<file path="config.mk">
export PLATFORM = sky130hd
export DESIGN_NAME = key_event_sched
export DESIGN_NICKNAME = d
export VERILOG_FILES = /design/src/rtl/key_event_sched.sv
export SDC_FILE = /design/constraint.sdc
export NUM_CORES = 1
export LEC_CHECK = 0
export ABC_AREA = 1
export BUFFER_PORTS_ARGS = -buffer_cell sky130_fd_sc_hd__buf_2
export CAP_MARGIN = 20
export CORE_AREA = 2 2 212 214
export DETAILED_ROUTE_END_ITERATION = 8
export DIE_AREA = 0 0 214 216
export HOLD_SLACK_MARGIN = 0.03
export SYNTH_ARGS = -nofsm -noshare
export SYNTH_HDL_FRONTEND = slang
export SYNTH_SLANG_ARGS = --single-unit
</file>
<file path="constraint.sdc">
create_clock -name clk -period 2.7 [get_ports clk]
set_input_delay 0 -clock clk [delete_from_list [all_inputs] [get_ports clk]]
set_output_delay 0 -clock clk [all_outputs]
set_load 0.1 [all_outputs]
</file>
<file path="src/rtl/key_event_sched.sv">
// Keyboard change events -> press/release event FIFO with typematic-repeat suppression and LED toggle.
// Optional feature: define KEY_RELEASE_EVT_EN to also enqueue release events (release_flag = evt_data[9]).
module key_event_sched #(
  parameter int         FIFO_DEPTH  = 4,
  parameter logic [8:0] TOGGLE_CODE = 9'h058
) (
  input  logic         clk,
  input  logic         rst_n,
  input  logic         key_valid,
  input  logic [511:0] key_down,
  input  logic [8:0]   last_change,
  input  logic         evt_ready,
  input  logic         ovf_clr,
  output logic         evt_valid,
  output logic [9:0]   evt_data,
  output logic [4:0]   evt_count,
  output logic         overflow,
  output logic         led_state
);

  // state   | meaning
  // EMPTY   | no events queued, evt_valid low
  // PARTIAL | 1..FIFO_DEPTH-1 events queued
  // FULL    | FIFO_DEPTH events queued; a push without a same-cycle pop is dropped
  typedef enum logic [1:0] {
    EMPTY   = 2'd0,
    PARTIAL = 2'd1,
    FULL    = 2'd2
  } q_state_t;

  localparam int         AW        = (FIFO_DEPTH > 1) ? $clog2(FIFO_DEPTH) : 1;
  localparam logic [4:0] DEPTH_CNT = 5'(FIFO_DEPTH);
`ifdef KEY_RELEASE_EVT_EN
  localparam int EW = 10;
`else
  localparam int EW = 9;
`endif

  logic [EW-1:0] mem [FIFO_DEPTH];
  logic [AW-1:0] wr_ptr;
  logic [AW-1:0] rd_ptr;
  logic [4:0]    count;
  logic [4:0]    count_nxt;
  q_state_t      state;
  q_state_t      state_nxt;

  logic          lock_valid;
  logic [8:0]    lock_code;

  logic          key_is_down;
  logic          press_det;
  logic          release_det;
  logic          lock_hit;
  logic          press_acc;
  logic          push_req;
  logic          pop;
  logic          push;
  logic          drop;
  logic          full;
  logic [EW-1:0] push_entry;

  assign key_is_down = key_down[last_change];
  assign press_det   = key_valid & key_is_down;
  assign release_det = key_valid & ~key_is_down;
  assign lock_hit    = lock_valid & (lock_code == last_change);
  assign press_acc   = press_det & ~lock_hit;

`ifdef KEY_RELEASE_EVT_EN
  assign push_req   = press_acc | release_det;
  assign push_entry = {release_det, last_change};
`else
  assign push_req   = press_acc;
  assign push_entry = last_change;
`endif

  // A pop frees the slot for a same-cycle push, so a full queue only drops without one.
  assign pop  = evt_valid & evt_ready;
  assign push = push_req & (~full | pop);
  assign drop = push_req & full & ~pop;

  always_comb begin
    count_nxt = count;
    case ({push, pop})
      2'b10:   count_nxt = count + 5'd1;
      2'b01:   count_nxt = count - 5'd1;
      default: count_nxt = count;
    endcase
  end

  always_ff @(posedge clk or negedge rst_n) begin
    if (!rst_n) begin
      wr_ptr <= '0;
      rd_ptr <= '0;
      count  <= '0;
      for (int i = 0; i < FIFO_DEPTH; i++) mem[i] <= '0;
    end else begin
      count <= count_nxt;
      if (push) begin
        mem[wr_ptr] <= push_entry;
        wr_ptr      <= wr_ptr + 1'b1;
      end
      if (pop) rd_ptr <= rd_ptr + 1'b1;
    end
  end

  always_ff @(posedge clk or negedge rst_n) begin
    if (!rst_n) begin
      lock_valid <= 1'b0;
      lock_code  <= '0;
    end else if (press_acc) begin
      lock_valid <= 1'b1;
      lock_code  <= last_change;
    end else if (release_det && lock_hit) begin
      lock_valid <= 1'b0;
    end
  end

  // Toggle follows acceptance, not enqueue: a dropped toggle press still flips the LED.
  always_ff @(posedge clk or negedge rst_n) begin
    if (!rst_n) begin
      led_state <= 1'b0;
    end else if (press_acc && (last_change == TOGGLE_CODE)) begin
      led_state <= ~led_state;
    end
  end

  always_ff @(posedge clk or negedge rst_n) begin
    if (!rst_n) begin
      overflow <= 1'b0;
    end else if (drop) begin
      overflow <= 1'b1;
    end else if (ovf_clr) begin
      overflow <= 1'b0;
    end
  end

  always_ff @(posedge clk or negedge rst_n) begin
    if (!rst_n) state <= EMPTY;
    else        state <= state_nxt;
  end

  always_comb begin
    state_nxt = PARTIAL;
    if (count_nxt == 5'd0)           state_nxt = EMPTY;
    else if (count_nxt >= DEPTH_CNT) state_nxt = FULL;
  end

  always_comb begin
    evt_valid = 1'b0;
    full      = 1'b0;
    case (state)
      EMPTY:   begin evt_valid = 1'b0; full = 1'b0; end
      PARTIAL: begin evt_valid = 1'b1; full = 1'b0; end
      FULL:    begin evt_valid = 1'b1; full = 1'b1; end
      default: begin evt_valid = 1'b0; full = 1'b0; end
    endcase
  end

  assign evt_count = count;
`ifdef KEY_RELEASE_EVT_EN
  assign evt_data = mem[rd_ptr];
`else
  assign evt_data = {1'b0, mem[rd_ptr]};
`endif

endmodule

</file>
Word level (Yosys, flattened, before mapping). Index checks and enable logic that the tools add are counted.

Bits in registers: 59. Input bits: 526. Output and inout bits: 18. Logic and storage cells: 67.

Add/subtract/negate cells: 4. Order comparisons: 5. Equal/unequal tests: 6. Muxes and demuxes: 17. Bitwise gates (word level): 16. Reduce and logical (&&, ||, !) cells: 7.

Operators with widths (number): $bwmux W36 (1); $mux W9 (3); $bmux W9 S2 (1); $demux W9 S2 (1); $lt A9 B10 Y1 const B (1); $pmux W5 S2 (1); $bmux W1 S9 (1); $eq A9 B7 Y1 const B (1); $eq A9 B9 Y1 (1); $and A1 B1 Y1 (8); $mux W1 (7); $ge A3 B3 Y1 const B (2); $not A2 Y3 (2); $add A5 B1 Y5 const B (1); $ge A5 B3 Y1 const B (1); $logic_not A5 Y1 (1); $not A1 Y1 (5); $sub A5 B1 Y5 const B (1); $add A2 B1 Y2 const B (2); $eq A2 B1 Y1 const B (2); $eq A2 B2 Y1 const B (2); $mux W2 (2); $reduce_bool A2 Y1 (2); $logic_and A1 B1 Y1 (3); 3 further kinds (3).

Depth between registers and ports, before layout. Gate-level depths: netlist of run 1.

Depth after elaboration: 11. Mapped depth: 34. Mapped depth without buffers: 32.

Worst setup path after synthesis of run 1. Ideal clock, no wire load.

Path type: reg-to-reg. From: register state[0]. To: register state[0]. Library setup time: 0.072 ns. Data arrival time: 3.504 ns. Required time: 2.628 ns. Path slack: -0.875 ns. Stages on the path, launching flop included: 20. Path buffers: 1. Clock period less this slack: 3.575 ns. Cells stage by stage: dfrtp_1 > inv_1 > ha_1 > inv_1 > nand2_1 > nand2_1 > clkbuf_1 > nand2_1 > ha_1 > ha_1 > nand2_1 > nor2_1 > a211oi_1 > nand2_1 > nand2_1 > nor2_1 > xor2_1 > nor2_1 > nand2_1 > nor2_1.

Longest elaborated chain between the ends: 11. Elaborated cells between the ends (all ways): 16. Classes of those cells: order compare: 1; eq/ne: 4; mux: 5; bitwise: 4; reduce/logical: 2.

RTL lines: from (decl) (RTL line 44) `q_state_t state;`; from (signal assigned) (RTL line 139) `else state <= state_nxt;`; $eq A2 B2 Y1 / $eq A2 B1 Y1 (equally long branches) (RTL line 151) `case (state)`; $reduce_or A2 Y1 (no line) *; $mux W1 * (RTL line 151); net evt_valid (RTL line 14) `output logic evt_valid,`; $and A1 B1 Y1 * (RTL line 77) `assign pop = evt_valid & evt_ready;`; $or A1 B1 Y1 (RTL line 78) `assign push = push_req & (~full | pop);`; $and A1 B1 Y1 (RTL line 78); $eq A2 B1 Y1 / $eq A2 B2 Y1 (equally long branches) (RTL line 83) `case ({push, pop})`; $pmux W5 S2 * (RTL line 83); net count_nxt[4] (RTL line 43) `logic [4:0] count_nxt;`; $ge A5 B3 Y1 (RTL line 145) `else if (count_nxt >= DEPTH_CNT) state_nxt = FULL;`; $mux W2 (RTL line 145); $mux W2 * (RTL line 144) `if (count_nxt == 5'd0) state_nxt = EMPTY;`; net state_nxt[0] (RTL line 45) `q_state_t state_nxt;`.

The timed path passes the listed nets; every way through them passes the cells marked *. A chain may end at the register's enable or synchronous reset.

Worst setup path in the final report of run 1.
From: input last_change[0]. To: register state[0].

Longest elaborated chain between the ends: 10. Elaborated cells between the ends (all ways): 15. Classes of those cells: order compare: 1; eq/ne: 3; mux: 5; bitwise: 5; reduce/logical: 1.

RTL lines: from (decl) (RTL line 11) `input logic [8:0] last_change,`; $bmux W1 S9 / $eq A9 B9 Y1 (equally long branches) (RTL line 62, 65); $mux W1 (not written as such) / $and A1 B1 Y1 (equally long branches) (RTL line 62, 65); $and A1 B1 Y1 / $not A1 Y1 (equally long branches) (RTL line 63, 66); $and A1 B1 Y1 * (RTL line 66) `assign press_acc = press_det & ~lock_hit;`; $and A1 B1 Y1 * (RTL line 78); $eq A2 B1 Y1 / $eq A2 B2 Y1 (equally long branches) (RTL line 83); $pmux W5 S2 * (RTL line 83); net count_nxt[4] (RTL line 43); $ge A5 B3 Y1 (RTL line 145); $mux W2 (RTL line 145); $mux W2 * (RTL line 144); net state_nxt[0] (RTL line 45).

The timed path passes the listed nets; every way through them passes the cells marked *. The select of a mux whose other input is x is not followed.

==> impl_metrics.tcl, run 1 <==
set metrics [dict create \
    syn-cell-area_mm2 0.00874 \
    std_cell_rows 77 \
    yosys-mux-area-fraction_pct 0 \
    hpwlAfterDp_mm 42.2 \
    pwr-share-clk_pct 13.5 \
    post_synth.cell_area_avg_um2 5.36 \
    layout.filler_cells 5000 \
    areaGrowthSynthToFinish_pct 64.4 \
    synth-edff-count 0 \
    ys_ff_latch 59 \
    setup_viol 5 \
    syn_nets 2167 \
    finalCritPeriodShare_pct 115 \
    vias_per_cell 4.64 \
    worstPathMaxFanout 13 \
    fmax_mhz 322 \
    worst_hold_path.endpoint "lock_valid" \
    final_common_cell "buf_2" \
    route.antenna.remaining_nets 0 \
    setup_slack_ns -0.409 \
    clock_path_buffers 2 \
    power-per-cell-area_mw_per_mm2 547 \
    grt_first_pass_wirelength_mm 77.6 \
    final-max-slew-violation-count 0 \
    number_of_antenna_violations_at_the_first_check_in_global_routing 13 \
    hold_path.startpoint "key_valid" \
    combinational_family_with_the_most_area_after_synthesis "simple AND/OR/NAND/NOR gates" \
    via_count 13300 \
    cap_violations 0 \
    worstSetupPathType "in -> reg" \
    synth_compound_area_share_pct 18.9 \
    placement.setup.worst_slack_ns -1.03 \
    synth_async_sr_flop_share_pct 100 \
    grt_util_all_layers_pct 22.0 \
    first_global_vias 13000 \
    timing.slew.headroom_pct 52.7 \
    worst_ir_drop_vdd_mv 0.836 \
    floorplan.io_pins 544 \
    grt_max_degree 45 \
    violations "setup timing" \
    htree_levels 3 \
    whs_path_depth 4 \
    cp-start-kind "input port" \
    routedWlPerCell_um 18.7 \
    cpPeakStageDelay_ns 0.25 \
    post_synth_num_cell_types 39 \
    mostFrequentLayoutCells "buf_2 (540), nand2_1 (424), nor2_1 (354), o21ai_0 (147), buf_4 (129)" \
    timing.critical_path.max_delay_family "simple AND/OR/NAND/NOR gates" \
    startpoint "last_change[0]" \
    worst_pin_slew_ns 0.710 \
    cts_inserted_buffers 9 \
    fp.dieArea_mm2 0.0462 \
    detail_route.drc_violations 0 \
    totalWireLength_mm 53.5 \
    layout.nets 2787 \
    status "finished, violations left" \
    final.min_clock_period_ns 3.11 \
    path_common_cell "nor2_1" \
    fin_worst_hold_slack_ns 0.0524 \
    total_leakage_power_nw 7.64 \
    synth_fa_ha_area_share_pct 1.52 \
    yosysSeqAreaShare_pct 16.9 \
    detailedRoute.firstIterationViolations 993 \
    rr_startpoint "lock_code[4]" \
    first_pass_iters 5 \
    yosys_warnings 0 \
    finalHoldViolCount 0 \
    power.net_switching_mw 4.17 \
    die_outline_height_um 216 \
    rsz0062_at_grt "true" \
    post_route_cells_drive_above_1_share_pct 39.5 \
    globalplace.congestion 0.949 \
    die_x_um 214 \
    initial_standard_cell_utilization_of_the_core_pct 19.9 \
    global_route.overflow_total 0 \
    reg2reg_slack_ns -0.18 \
    syn-instance-count 1631 \
    power.share.combinational_pct 67.1 \
    tritoncts_clock_tree "done" \
    end_kind "register" \
    floorplan.core_area_mm2 0.0438 \
    path_buf_inv 4 \
    p_int_mw 3.69 \
    cpMaxStageDelayCell "ha_4" \
    worstHoldPathType "in -> reg" \
    worst_r2r_endpoint "state[0]" \
    critical_path_required_time_ns 2.95 \
    timing.critical_path.arrival_ns 3.36 \
    clockRootBuffer "clkbuf_16" \
    ys_dominant_reg_cell "dfrtp_1" \
    cts.sink_count 59 \
    fin_worst_skew_ns 0.00729 \
    r2r.worst_path.cells 20 \
    seq_power_share_pct 19.4 \
    yosys.area_share.xor_xnor_pct 1.00 \
    placement.io_buffers 542 \
    synthSimpleGateAreaFrac_pct 47.4 \
    clkLatencyLatePin_ns 0.32 \
    cts.clk_slew.worst_paths_ns 0.05 \
    power.share.switching_pct 53.0 \
]
sequential cells by signal, summed over array words and instances (netlist names):
register	cells
state	2
overflow	1
lock_code	9
rd_ptr	2
evt_count	5
lock_valid	1
wr_ptr	2
mem	36
led_state	1
tightest hold or removal path: cells and delay by family:
| kind | cells | cell delay, ns |
|---|---|---|
| AND/OR/NAND/NOR | 3 | 0.18 |
| buffers and inverters | 1 | 0.15 |
layout make-up:
type                            count  area, um^2  share of cell area (%)
Antenna cell                        8        20.0                   0.139
Clock inverter                      4        25.0                   0.174
Tap cell                          592         741                    5.15
Inverter                          112         448                    3.12
Sequential cell                    59        1480                    10.3
Clock buffer                       12         256                    1.78
Timing Repair Buffer              733        4880                    34.0
Multi-Input combinational cell   1336        6530                    45.4
cells in the mapped netlist, types with 2 or more instances:
cell type  instances  area [um^2]
a21oi_1           23          115
a22oi_1            5         37.5
buf_1              3         11.3
buf_2             34          170
buf_4             11         82.6
buf_6             35          394
clkbuf_1          40          150
dfrtp_1           59         1480
ha_1               9          113
inv_1            104          390
inv_2              5         18.8
inv_4              2         12.5
nand2_1          462         1730
nand3_1          122          611
nand4_1           37          231
nand4_2            4         50.1
nor2_1           374         1400
nor2_2             4         25.0
nor4_1             2         12.5
o211ai_1          29          218
o21ai_0          176          881
o21ai_1           41          205
o21ai_2            7         61.3
o22ai_1           16          100
or2_2              5         31.3
xnor2_1            3         26.3
xor2_1             7         61.3
through the flow:
step,power [mW],cell area (um^2),util [%],std cells,setup TNS [ns]
floorplan,4.75,8830,-,1631,-0.791
global placement,6.31,12900,29.4,2798,-19.86
detailed placement,6.31,12900,29.4,2798,-16.10
CTS,7.64,13900,31.7,2835,-1.25
global route,8.37,14400,32.8,2855,-2.41
finish,7.87,14400,32.8,2856,-1.44
how the worst max path moves through the flow:
stage,end,depth (start not counted)
after floorplan,state[0],18
after global placement,state[0],27
after detailed placement,state[0],27
after CTS,state[0],26
after global routing,state[0],32
final,state[0],29
cell families after synthesis:
kind of cell,after synthesis
AOI/OAI and AO/OA,301
xor gates and xnor gates,10
adders and majority gates,10
buffers and inverters,236
DFF,59
other,1
and+or+nand+nor,1014
repair_timing:
item | in CTS | in global routing
resized for setup | 88 | 115
buffers inserted | 8 | 13
pin swaps | 13 | 80
hold buffers | 2 | 0
hold endpoints to repair | 29 | 0
setup endpoints to repair | 14 | 14
gates cloned | 11 | 5
power groups by stage:
stage	clock network, mW	logic (mW)	registers, mW
floorplan	0	3.03	1.72
detailed placement	0	4.79	1.52
global placement	0	4.80	1.52
global route	1.12	5.67	1.58
finish	1.06	5.28	1.53
CTS	1.07	5.05	1.52
per-layer routing:
layer | vias to the layer above | global-route usage [%] | part of all wire, %
met4 | 6 | 6.15 | 2.8
met5 | - | 0 | 0.077
li1 | 6517 | - | -
met3 | 90 | 3.35 | 6.7
met1 | 6061 | 27.8 | 42
met2 | 581 | 38.6 | 48
Power figures use the tool's default switching activity.
==> run 2: changes to the inputs <==
- ABC_AREA: 1 -> unset
- CORE_AREA: 2 2 212 214 -> 2 2 213 215
- DIE_AREA: 0 0 214 216 -> 0 0 215 217
- SKIP_LAST_GASP: unset -> 1
==> run 2 against run 1 <==
The run still ends with setup timing left. Non-clock buffer count up 8. Fmax down 12%. Count of clock-buffer cells in the layout down 1. Worst hold slack better by 0.016 ns. Flip-flop and latch count is the same. Final area shrank 10%. Final cell count is 33% lower. Sequential power is 3% higher. Sequential share of layout area grew 1.2 points.
==> impl_metrics.tcl, run 2 <==
set metrics [dict create \
    syn_nets 1143 \
    synthSimpleGateAreaFrac_pct 6.97 \
    global_route.overflow_total 0 \
    placement.setup.worst_slack_ns -1.79 \
    pwr-share-clk_pct 17.3 \
    rsz0062_at_grt "true" \
    vias_per_cell 4.44 \
    synth-edff-count 0 \
    grt_util_all_layers_pct 17.8 \
    cts.sink_count 59 \
    worst_ir_drop_vdd_mv 1.00 \
    multi_input_logic_area_mm2 0.00562 \
    htree_levels 3 \
    ys_dominant_reg_cell "dfrtp_1" \
    finalHoldViolCount 0 \
    cts.clk_slew.worst_paths_ns 0.05 \
    end_kind "register" \
    grt_first_pass_wirelength_mm 60.3 \
    yosys_warnings 0 \
    post_synth.cell_area_avg_um2 12.0 \
    critical_path_required_time_ns 2.95 \
    largest_register "mem" \
    setup_slack_ns -0.852 \
    worstSetupPathType "in -> reg" \
    die_outline_height_um 217 \
    areaGrowthSynthToFinish_pct 76.2 \
    synth_compound_area_share_pct 9.41 \
    yosysTopAreaCell "mux4_2" \
    totalPowerFinal_mw 7.57 \
    cp-start-kind "input port" \
    syn-instance-count 607 \
    worstPathCellList "buf_16 > buf_4 > mux4_2 > mux2_2 > a22o_1 > o41a_1 > a311o_1 > nand4_1 > ha_4 > inv_2 > fa_2 > inv_2 > a21o_1 > a21oi_2 > xnor2_1 > nor2_1 > xor2_1 > or3_4 > nor2_1" \
    hpwlAfterDp_mm 37.8 \
    layout.nets 1834 \
    yosys-mux-area-fraction_pct 53.7 \
    fp.dieArea_mm2 0.0467 \
    tritoncts_clock_tree "done" \
    die_x_um 215 \
    synth_fa_ha_area_share_pct 1.82 \
    first_global_vias 9194 \
    clockRootBuffer "clkbuf_16" \
    number_of_antenna_violations_at_the_first_check_in_global_routing 12 \
    placement.io_buffers 542 \
    final.min_clock_period_ns 3.55 \
    synth.top_cells.by_area "mux4_2 (33%), dfrtp_1 (20%), mux2i_1 (12%), mux2_2 (6.6%), a22oi_1 (3.2%)" \
    via_count 8476 \
    worstPathMaxFanout 5 \
    detail_route.drc_violations 0 \
    p_int_mw 4.19 \
    finalSetupTns_ns -4.29 \
    timing.critical_path.arrival_ns 3.81 \
    status "finished, violations left" \
    totalWireLength_mm 43.8 \
    globalplace.congestion 0.991 \
    clock_path_buffers 2 \
    finish.instance_area_mm2 0.0129 \
    combinational_family_with_the_most_area_after_synthesis "multiplexers" \
    power.share.combinational_pct 61.9 \
    setup_viol 45 \
    yosys.area_share.xor_xnor_pct 2.16 \
    std_cell_rows 78 \
    total_leakage_power_nw 6.22 \
    post-synth-top-area-fraction_pct 33.0 \
    layout.filler_cells 4733 \
    final-max-slew-violation-count 0 \
    final_common_cell "buf_2" \
    fin_cells 1908 \
    power-per-cell-area_mw_per_mm2 589 \
    syn-cell-area_mm2 0.00730 \
    instance_area_after_placement_mm2 0.0118 \
    routedWlPerCell_um 23.0 \
    ys_ff_latch 59 \
    cts_inserted_buffers 9 \
    timing.slew.headroom_pct 55.2 \
    post_route_cells_drive_above_1_share_pct 73.1 \
    violations "setup timing" \
    route.antenna.remaining_nets 0 \
    post_synth_num_cell_types 59 \
    worst_pin_slew_ns 0.672 \
    grt_max_degree 32 \
    cpPeakStageDelay_ns 0.50 \
    yosysSeqAreaShare_pct 20.2 \
    cap_violations 0 \
    fin_worst_hold_slack_ns 0.0686 \
    detailedRoute.firstIterationViolations 349 \
    fmax_mhz 281 \
    fin_util_pct 28.8 \
    flip_flop_count_of_the_largest_register_after_layout 36 \
    fin_worst_skew_ns 0.00781 \
    synth_async_sr_flop_share_pct 100 \
    yosys.cell_count.top_type "mux4_2" \
    power.net_switching_mw 3.38 \
    place.detailed.instances 1849 \
    first_pass_iters 6 \
    synth.cells.most_frequent "mux4_2 (107), mux2i_1 (89), dfrtp_1 (59)" \
    floorplan.io_pins 544 \
    finalCritPeriodShare_pct 132 \
    seq_power_share_pct 20.8 \
    floorplan.core_area_mm2 0.0447 \
    mostFrequentLayoutCells "buf_2 (538), buf_4 (168), mux4_2 (107), mux2i_1 (82), dfrtp_1 (59)" \
    clkLatencyLatePin_ns 0.32 \
    initial_standard_cell_utilization_of_the_core_pct 16.3 \
    area_used_by_sequential_logic_in_the_layout_mm2 0.00148 \
    worstHoldPathType "in -> reg" \
    power.share.switching_pct 44.6 \
    cpMaxStageDelayCell "mux4_2" \
]
==> run 2: cell count changes after synthesis, sizes merged, moves of 18 or more <==
cell    before  now
o211ai      29    1
nand3      123   13
nor2       379   21
mux2         0   52
a22oi        5   31
nand2      462   30
o21ai      224   13
inv        111   15
mux4         0  107
clkbuf      40   22
nand4       41    7
buf         84   39
mux2i        0   89
==> run 2: per-layer routing <==
metal	share of wire, %	GRT usage, %
met1	39	20.7
met2	53	33.7
met3	5.0	2.95
met4	2.6	4.80
met5	0.14	0
==> run 2: cell type report <==
class	instances	area share (%)
Tap cell	600	5.83
Multi-Input combinational cell	472	43.7
Sequential cell	59	11.5
Clock inverter	5	0.778
Antenna cell	5	0.0972
Inverter	15	0.437
Timing Repair Buffer	741	35.8
Clock buffer	11	1.89
==> run 2: timing repair <==
action | CTS | global route
setup endpoints to repair | 56 | 52
setup buffers | 12 | 19
resized for setup | 49 | 13
hold buffers | 2 | 0
pin swaps | 13 | 7
hold endpoints to repair | 29 | 0
gates cloned | 4 | 1
==> run 2: power groups by stage <==
stage,registers (mW),clock network [mW],logic [mW]
4_1_cts,1.58,1.33,4.66
2_1_floorplan,1.76,0,2.84
3_3_place_gp,1.56,0,4.38
5_1_grt,1.63,1.37,4.96
3_5_place_dp,1.59,0,4.46
6_report,1.57,1.31,4.69
==> run 2: cells by family (layout without fill, tap and decap cells) <==
group | count (synthesis) | in the layout
muxes | 248 | 248
adders and majority gates | 10 | 10
xor gates and xnor gates | 18 | 18
other | 1 | 6
and+or+nand+nor | 99 | 99
AOI/OAI and AO/OA | 96 | 96
buffers and inverters | 76 | 772
DFF | 59 | 59
==> run 2: worst max-delay path, delay by kind of cell <==
family	cells	cell delay (ns)
and+or+nand+nor	4	0.67
adders and majority gates	2	0.53
xor gates and xnor gates	2	0.28
AOI/OAI and AO/OA	5	1.14
muxes	2	0.80
buffers and inverters	4	0.37
==> run 2: final timing paths <==
kind	end	cells after the start	slack, ns	from
setup / recovery	state[0]	19	-0.85	last_change[0]
hold / removal	lock_valid	3	0.07	key_valid
setup reg to reg	state[0]	18	-0.38	lock_code[8]
hold reg to reg	led_state	1	0.47	led_state
max in group asynchronous	rd_ptr[0]	3	1.59	rst_n
min in group asynchronous	mem[26]	2	0.26	rst_n
==> run 3: changes to the inputs <==
- REMOVE_ABC_BUFFERS: unset -> 1
==> run 3 against run 2 <==
The run still ends with setup timing left. Largest cell class unchanged. Fmax down 7.4%. Critical path type unchanged. Combinational power rose by 9.2%. Clock skew is 0.0018 ns lower. Sequential power increased by 3%. Global-route usage rose by 0.62 points. Utilization grew 0.82 points.
==> impl_metrics.tcl, run 3 (synthesis results as in run 2) <==
set metrics [dict create \
    timing.critical_path.max_delay_family "compound AO/OA/AOI/OAI gates" \
    grt_max_degree 42 \
    layout.nets 1832 \
    total_leakage_power_nw 6.47 \
    worstPathCellList "buf_16 > buf_12 > buf_16 > mux4_2 > mux2i_1 > nor2_1 > a311oi_2 > buf_4 > o21ai_2 > a311o_1 > nand4_1 > ha_4 > buf_6 > ha_1 > a21o_1 > a21oi_2 > xnor2_1 > mux2_4 > or3_4 > nor2_1" \
    power-per-cell-area_mw_per_mm2 596 \
    power.share.combinational_pct 64.9 \
    cpPeakStageDelay_ns 0.48 \
    timing.slew.headroom_pct 55.3 \
    areaGrowthSynthToFinish_pct 81.2 \
    layout.filler_cells 4661 \
    worstSetupPathType "in -> reg" \
    htree_levels 3 \
    detailedRoute.firstIterationViolations 513 \
    route.antenna.remaining_nets 0 \
    tritoncts_clock_tree "done" \
    global_route.overflow_total 0 \
    die_outline_height_um 217 \
    first_pass_iters 5 \
    p_int_mw 4.31 \
    power.net_switching_mw 3.57 \
    worstPathMaxFanout 5 \
    placement.io_buffers 542 \
    finalHoldViolCount 0 \
    power.share.switching_pct 45.3 \
    initial_standard_cell_utilization_of_the_core_pct 16.3 \
    clockRootBuffer "clkbuf_16" \
    post_route_cells_drive_above_1_share_pct 73.3 \
    detail_route.drc_violations 0 \
    finalCritPeriodShare_pct 142 \
    globalplace.congestion 0.990 \
    number_of_antenna_violations_at_the_first_check_in_global_routing 8 \
    violations "setup timing" \
    via_count 8627 \
    final-max-slew-violation-count 0 \
    fin_util_pct 29.6 \
    vias_per_cell 4.53 \
    placement.setup.worst_slack_ns -1.78 \
    worst_pin_slew_ns 0.671 \
    clkLatencyLatePin_ns 0.33 \
    cts.clk_slew.worst_paths_ns 0.05 \
    place.detailed.instances 1849 \
    critical_path_required_time_ns 2.96 \
    fp.dieArea_mm2 0.0467 \
    flip_flop_count_of_the_largest_register_after_layout 36 \
    worst_ir_drop_vdd_mv 1.41 \
    pwr-share-clk_pct 14.6 \
    cts.sink_count 59 \
    mostFrequentLayoutCells "buf_2 (540), buf_4 (147), mux4_2 (107), mux2i_1 (83), dfrtp_1 (59)" \
    first_global_vias 9258 \
    clock_path_buffers 2 \
    status "finished, violations left" \
    fmax_mhz 261 \
    routedWlPerCell_um 23.7 \
    globalRouteMet2Util_pct 33.4 \
    totalWireLength_mm 45.2 \
    seq_power_share_pct 20.5 \
    std_cell_rows 78 \
    cp-start-kind "input port" \
    end_kind "register" \
    fin_cells 1906 \
    worstHoldPathType "in -> reg" \
    grt.met1_usage_pct 23.4 \
    cpMaxStageDelayCell "mux4_2" \
    grt_busiest_layer "met2" \
    cts_inserted_buffers 9 \
    cap_violations 0 \
    setup_slack_ns -1.14 \
    final.min_clock_period_ns 3.84 \
    floorplan.core_area_mm2 0.0447 \
    grt_first_pass_wirelength_mm 62.6 \
    timing.critical_path.arrival_ns 4.10 \
    setup_viol 53 \
    floorplan.io_pins 544 \
    met3_usage_pct 2.29 \
    hpwlAfterDp_mm 37.2 \
    rsz0062_at_grt "true" \
    largest_register "mem" \
    final_common_cell "buf_2" \
    path_buf_inv 5 \
    totalPowerFinal_mw 7.88 \
    fin_worst_skew_ns 0.00604 \
    die_x_um 215 \
    grt_util_all_layers_pct 18.5 \
]
run 3: per-stage QoR:
stage,hold WS [ns],TNS (ns),instance area [um^2]
final,0.118,-8.20,13200
after global placement,-0.0529,-34.34,11800
after detailed placement,-0.0351,-35.38,11800
after floorplan,-0.296,-3.21,6940
after global routing,0.139,-12.86,13200
after CTS,0.112,-9.95,13100
run 3: routing by layer:
metal / share of wire (%) / up-vias / routed length, um
met1: 41 / 4330 / 18400
met3: 5.9 / 48 / 2650
met5: 0 / - / 0
met4: 2.0 / 0 / 898
li1: - / 3864 / -
met2: 51 / 385 / 23200
run 3: final timing paths:
path,slack (ns),cells past startpoint,to,from
hold / removal,0.12,2,mem[13],last_change[4]
setup reg to reg,-0.68,16,state[0],state[0]
hold reg to reg,0.48,1,led_state,led_state
max in group asynchronous,1.66,3,lock_code[6],rst_n
setup / recovery,-1.14,20,state[0],last_change[0]
min in group asynchronous,0.15,2,mem[0],rst_n
run 3: timing repair:
action                                 in CTS  in global routing
resized for setup                         122                 15
setup buffers                              17                  6
hold buffers                                3                  0
setup endpoints to repair                  54                 54
pin swaps                                  26                 13
endpoints found under the hold margin      20                  0
cloned                                     12                  0
run 3: layout make-up:
| cell class | instances | area, um^2 | share of cell area, % |
|---|---|---|---|
| inverter | 15 | 56.3 | 0.425 |
| antenna | 6 | 15.0 | 0.113 |
| multi-input combinational | 472 | 5800 | 43.8 |
| timing repair buffer | 739 | 4840 | 36.5 |
| clock buffer | 11 | 253 | 1.91 |
| sequential | 59 | 1480 | 11.2 |
| clock inverter | 4 | 50.0 | 0.378 |
| tap | 600 | 751 | 5.67 |
run 3: power by group through the flow:
stage | clock network (mW) | registers (mW) | logic, mW
after floorplan | 0 | 1.81 | 2.58
after global placement | 0 | 1.56 | 4.39
after detailed placement | 0 | 1.60 | 4.43
after CTS | 1.17 | 1.61 | 5.02
after global routing | 1.21 | 1.67 | 5.37
final | 1.15 | 1.61 | 5.12
